==> config.mk <==
export PLATFORM = sky130hd
export DESIGN_NAME = multiplier_8bit
export DESIGN_NICKNAME = d
export VERILOG_FILES = /design/src/rtl/multiplier_8bit.sv
export SDC_FILE = /design/constraint.sdc
export NUM_CORES = 1
export LEC_CHECK = 0
export BUFFER_PORTS_ARGS = -buffer_cell sky130_fd_sc_hd__buf_2
export CELL_PAD_IN_SITES_DETAIL_PLACEMENT = 1
export CELL_PAD_IN_SITES_GLOBAL_PLACEMENT = 2
export CORE_ASPECT_RATIO = 0.6
export CORE_MARGIN = 4
export CORE_UTILIZATION = 40
export DETAILED_ROUTE_END_ITERATION = 10
export PLACE_DENSITY_LB_ADDON = 0.1
export SLEW_MARGIN = 15
export SYNTH_ARGS = -nofsm -noshare
export SYNTH_HDL_FRONTEND = slang
export SYNTH_SLANG_ARGS = --single-unit
==> constraint.sdc <==
create_clock -name clk -period 3.5 [get_ports clk]
set_input_delay 0.7 -clock clk [delete_from_list [all_inputs] [get_ports clk]]
set_output_delay 0.7 -clock clk [all_outputs]
set_load 0.03 [all_outputs]
==> src/rtl/multiplier_8bit.sv <==
// Shift-add multiply-accumulate: product = multiplicand * multiplier + addend, inverse of the 8-bit divider.
// Latency 9 edges after acceptance (1 with a zero operand); strt is only taken while idle and never queued.
module multiplier_8bit (
    input  logic        clk,
    input  logic        rst,
    input  logic        strt,
    input  logic [7:0]  multiplicand,
    input  logic [7:0]  multiplier,
    input  logic [7:0]  addend,
    output logic [15:0] product,
    output logic        idle
);

    // Encoding shared with the divider so one controller can drive both.
    typedef enum logic [1:0] {
        IDLE     = 2'b00,
        UNUSED   = 2'b01,
        POSTCALC = 2'b10,
        CALC     = 2'b11
    } state_t;

    state_t      state;
    logic [15:0] acc;
    logic [15:0] mcand_reg;
    logic [7:0]  mplier_reg;
    logic [2:0]  cnt;

    always_ff @(posedge clk or posedge rst) begin
        if (rst) begin
            state      <= IDLE;
            idle       <= 1'b1;
            product    <= 16'd0;
            acc        <= 16'd0;
            mcand_reg  <= 16'd0;
            mplier_reg <= 8'd0;
            cnt        <= 3'd0;
        end else begin
            case (state)
                IDLE: begin
                    if (strt) begin
                        acc        <= {8'd0, addend};
                        mcand_reg  <= {8'd0, multiplicand};
                        mplier_reg <= multiplier;
                        cnt        <= 3'd0;
                        idle       <= 1'b0;
                        // A zero operand leaves only the addend, so skip the scan.
                        if (multiplicand == 8'd0 || multiplier == 8'd0)
                            state <= POSTCALC;
                        else
                            state <= CALC;
                    end
                end
                CALC: begin
                    if (mplier_reg[0])
                        acc <= acc + mcand_reg;
                    mcand_reg  <= mcand_reg << 1;
                    mplier_reg <= mplier_reg >> 1;
                    cnt        <= cnt + 3'd1;
                    if (cnt == 3'd7)
                        state <= POSTCALC;
                end
                POSTCALC: begin
                    product <= acc;
                    state   <= IDLE;
                    idle    <= 1'b1;
                end
                default: begin
                    state <= IDLE;
                    idle  <= 1'b1;
                end
            endcase
        end
    end

endmodule
## Word level (Yosys, flattened, before mapping)

Index checks and enable logic that the tools add are counted.

| operators by class | value |
|---|---|
| eq/ne operators | 6 |
| add/sub/neg operators | 2 |
| multiplexer cells | 15 |
| bitwise operators | 1 |
| reductions and logical operators | 9 |

Operators with widths:

| cell | number |
|---|---|
| case mux 16 bit (2 select lines) | 2 |
| 2-to-1 mux 16 bit | 3 |
| adder 16 bit | 1 |
| logical NOT 8 bit | 2 |
| case mux 8 bit (2 select lines) | 1 |
| 2-to-1 mux 8 bit | 1 |
| != test 2 bit, second input constant | 3 |
| case mux 3 bit (2 select lines) | 1 |
| AND reduction 2 bit | 3 |
| equality test 2 bit, second input constant | 2 |
| 2-to-1 mux 2 bit | 2 |
| case mux 2 bit (2 select lines) | 1 |
| adder 3 x 1 -> 3 bit, second input constant | 1 |
| equality test 3 bit, second input constant | 1 |
| 2-to-1 mux 3 bit | 1 |
| AND reduction 3 bit | 1 |
| logical NOT 2 bit | 1 |
| 2-to-1 mux 1 bit | 2 |
| case mux 1 bit (2 select lines) | 1 |
| nonzero test 2 bit | 1 |
| logical OR 1 bit | 1 |
| inverter 1 bit | 1 |

| word-level totals | value |
|---|---|
| input bits | 27 |
| register bits | 62 |
| output and inout port bits | 17 |

## Depth between registers and ports, before layout

| depth | value |
|---|---|
| depth after elaboration | 5 |
| mapped depth | 8 |
| depth with buffers taken out | 7 |

## Worst setup path before layout

OpenSTA, ideal clock, no wires.

| timing path | value |
|---|---|
| path kind | register to register |
| start | register acc[0] |
| end | register acc[14] |
| arrival | 2117 ps |
| required time | 3378 ps |
| cell stages (with the launch flop) | 8 |
| path buffers | 0 |
| slack | 1262 ps |
| path through | dfrtp_1 > ha_1 > fa_1 > a21o_1 > a311oi_2 > nor3b_1 > or3_1 > a32o_1 |

| between the ends | value |
|---|---|
| word-level cells in the longest chain between the ends | 3 |

RTL lines:

| what | line | source |
|---|---|---|
| start: declaration | 23 | `logic [15:0] acc;` |
| start signal: assignment | 41 | `acc <= {8'd0, addend};` |
| start signal: assignment | 55 | `acc <= acc + mcand_reg;` |
| adder 16 bit | 55 |  |
| 2-to-1 mux 16 bit | 54 | `if (mplier_reg[0])` |
| case mux 16 bit (2 select lines) | 38 | `case (state)` |

No other way between the ends. The select of a mux whose other input is x is not followed.
A chain may end at the register's enable or synchronous reset.

## Worst setup path in the final report

| timing path | value |
|---|---|
| start | register state[0] |
| end | register acc[11] |

| between the ends | value |
|---|---|
| word-level cells in the longest chain between the ends | 3 |
| elaborated cells between the ends (all ways) | 7 |
| classes of those cells | eq/ne: 3; mux: 1; reduce/logical: 3 |

RTL lines:

| what | line | source |
|---|---|---|
| start: declaration | 22 | `state_t state;` |
| start signal: assignment | 30 | `state <= IDLE;` |
| start signal: assignment | 48 | `state <= POSTCALC;` |
| start signal: assignment | 50 | `state <= CALC;` |
| equality test 2 bit or logical NOT 2 bit (tied branches) | 38 |  |
| != test 2 bit (no source line) or nonzero test 2 bit (tied branches) | -- |  |
| AND reduction 3 bit (no source line) | -- |  |

Several ways; a longest one is shown, not always the timed one.

==> impl_metrics.csv <==
group,metric,value,unit
run_status,run_status,"completed",
grt,global_route.usage.total,20.2,%
finish,num-fill-cells,926,
placed_design,gp_routability_congestion,0.871,
route,drt_iter0_markers,193,
synthesis,number_of_flops_mapped_to_enable_cells_by_yosys,0,
synthesis,netlist_area,0.00339,mm²
finish,n_antenna_cell,0,
synthesis,netlist-cell-type-count,48,
floorplan,die_h,79.3,µm
synthesis,yosys.cell_count.top_type,"sky130_fd_sc_hd__dfrtp_1",
synthesis,synth_commonest_cells,"sky130_fd_sc_hd__dfrtp_1 (61), sky130_fd_sc_hd__nand2_1 (40), sky130_fd_sc_hd__o21ai_0 (38), sky130_fd_sc_hd__ha_1 (20), sky130_fd_sc_hd__mux2i_1 (20)",
synthesis,synth_warnings,0,
timing,worstMarginPinSlew,0.978,ns
grt,overflow,0,
synthesis,postSynthNetCount,374,
route,routed_via_density,5.63,
route,remaining_drc_errors,0,
cts,clock_tree_from_tritoncts,"done",
pwr,power.density_cell_area,856,mW/mm²
cts,cts_buffers,9,
route,routed_wl,9.51,mm
route,antenna_violating_nets_post_route,0,
timing,timing.final.setup_violations,0,
cts,ctsRootBufferMaster,"sky130_fd_sc_hd__clkbuf_16",
timing,holdWs,0.485,ns
grt,antenna_found_initial,0,
pwr,power.leakage,0.00190,µW
cts,post-cts-setup-buffer-count,0,
synthesis,yosys-top-cells-area,"sky130_fd_sc_hd__dfrtp_1 (45%), sky130_fd_sc_hd__ha_1 (7.4%), sky130_fd_sc_hd__mux2_2 (6.0%)",
critical_path,cpLargestDelayFamily,"compound AO/OA/AOI/OAI gates",
timing,final.setup_skew,0.00418,ns
route,first_pass_iters,5,
cts,cts_buffer_depth,2,
critical_path,end_kind,"flip-flop",
synthesis,postSynthAreaPerCell,10.4,µm²
synthesis,async_flop_share,100,%
placed_design,detailedPlacementHpwl,6.97,mm
floorplan,fp-row-count,25,
pwr,max_vdd_drop,354,µV
critical_path,worst_setup_path_start_kind,"flip-flop",
timing,final_max_slew_viol_count,0,
timing,slew-limit-headroom,34.4,%
synthesis,synth-main-ff-cell,"sky130_fd_sc_hd__dfrtp_1",
cts,clkTransAtPathRegs,0.05,ns
floorplan,die-width,127,µm
timing,post-route-period-util,71.1,%
synthesis,synth-seq-area-share,45.8,%
critical_path,path_max_fanout,14,
critical_path,data_arrival_time_of_the_worst_path,2.70,ns
critical_path,critical_path_required,3.72,ns
floorplan,die-area,0.0101,mm²
finish,multi_input_comb_area,0.00175,mm²
finish,layout.core_utilization,49.5,%
grt,via_count_of_the_first_global_routing_pass,2759,
timing,timing.final.hold_violations,0,
grt,global_route_wire_length_before_repair,15.6,mm
timing,timing.setup.tns,0,ns
finish,final_nets,417,
floorplan,core_region_area,0.00804,mm²
critical_path,path_buf_inv,1,
placed_design,place.port_buffers,43,
min_path,min_path_type,"reg2reg",
finish,final_layout_size_suffix_gt1_share,22.7,%
finish,layout-area-overhead-vs-synth,17.4,%
critical_path,critical_path.max_stage_delay,0.53,ns
timing,rsz0062_at_grt,"no",
critical_path,slowest_stage,"sky130_fd_sc_hd__o21ai_1",
floorplan,num_io_pins,44,
synthesis,synthesis.instances,326,
synthesis,yosysTopAreaCell,"sky130_fd_sc_hd__dfrtp_1",
cts,holdBufCountCts,0,
cts,clkLatencyLatePin,0.33,ns
cts,clock-sinks,62,
route,drt-wirelength-per-cell,19.7,µm
cts,postCtsResizedCells,0,
grt,grt_max_degree,63,
finish,register_area,0.00155,mm²
synthesis,synth.top_cell.area_share,45.1,%
timing,minimum_clock_period_after_layout,2.49,ns
synthesis,ys_seq_elements,62,
timing,final_critical_path_setup_slack,1.01,ns
critical_path,critical_path.cell_chain,"inv_1 -> ha_1 -> mux2_2 -> o21ai_1 -> nor2_1 -> a32o_1",
placed_design,preCtsSetupSlack,1.05,ns
cts,h-tree-depth,3,
floorplan,initial_util,42.1,%
timing,fmaxAchievable,402,MHz
critical_path,criticalPathCategory,"reg2reg",
route,vias,2714,
flow_run,max-cap-violations,0,
## layout by cell type, fill, tap and decap left out, types with 5 or more instances in the layout
cell type / netlist / routed
sky130_fd_sc_hd__dfrtp_1: 61 / 61
sky130_fd_sc_hd__buf_2: 4 / 43
sky130_fd_sc_hd__nand2_1: 40 / 40
sky130_fd_sc_hd__o21ai_0: 38 / 37
sky130_fd_sc_hd__mux2i_1: 20 / 20
sky130_fd_sc_hd__ha_1: 20 / 20
sky130_fd_sc_hd__mux2_2: 18 / 18
sky130_fd_sc_hd__a21oi_1: 17 / 17
sky130_fd_sc_hd__a22o_1: 11 / 11
sky130_fd_sc_hd__clkbuf_16: 0 / 9
sky130_fd_sc_hd__inv_1: 8 / 7
sky130_fd_sc_hd__nor2_1: 7 / 7
sky130_fd_sc_hd__or3_1: 6 / 6
sky130_fd_sc_hd__a32o_1: 5 / 5
## layout make-up
class / count / area share, %
clock buffers: 12 / 6.20
clock inverters: 4 / 0.566
inverters: 8 / 0.755
multi-input cells: 241 / 43.9
flip-flops and latches: 62 / 39.0
well taps: 108 / 3.40
repair buffers: 47 / 6.17
## path summary, 6_finish.rpt
| kind | start | endpoint | slack, ns | cells past startpoint |
|---|---|---|---|---|
| max in group asynchronous | rst | acc[4] | 2.34 | 3 |
| worst min-delay path | mplier_reg[1] | mplier_reg[1] | 0.48 | 2 |
| min in group asynchronous | rst | mcand_reg[12] | 0.59 | 3 |
| worst max register to register | state[0] | acc[11] | 1.01 | 6 |
| worst max-delay path | state[0] | acc[11] | 1.01 | 6 |
| worst min register to register | mplier_reg[1] | mplier_reg[1] | 0.48 | 2 |
## metal layers
layer	GRT usage (%)	share of wire [%]	wire, µm
met5	0	0	0
met4	4.71	0.82	78
met3	5.11	6.1	582
met2	26.7	40	3810
met1	32.2	53	5030
## where the power goes
part	switching, µW	total [µW]	internal [µW]
clock network	318	812	495
registers	181	1120	943
logic	904	1470	566
total	1400	3410	2000
## worst reg2reg max path: stages (launching register included)
cell and delay [ns]:
sky130_fd_sc_hd__dfrtp_1 0.39, sky130_fd_sc_hd__inv_1 0.09, sky130_fd_sc_hd__ha_1 0.35, sky130_fd_sc_hd__mux2_2 0.43, sky130_fd_sc_hd__o21ai_1 0.53, sky130_fd_sc_hd__nor2_1 0.28, sky130_fd_sc_hd__a32o_1 0.30
## kinds of logic after synthesis
logic type	synth area share (%)
xor gates and xnor gates	1.55
muxes	11.9
buffers and inverters	2.77
adders and majority gates	7.98
DFF	45.8
and+or+nand+nor	11.5
AOI/OAI and AO/OA	18.5
## through the flow
| step | power, µW | instances | cell area, µm² |
|---|---|---|---|
| after floorplan | 2170 | 326 | 3390 |
| after global placement | 2550 | 466 | 3710 |
| after detailed placement | 2600 | 466 | 3710 |
| after CTS | 3440 | 482 | 3980 |
| after global routing | 3680 | 482 | 3980 |
| final | 3410 | 482 | 3980 |
No activity file was read; power rests on OpenSTA's default activity.
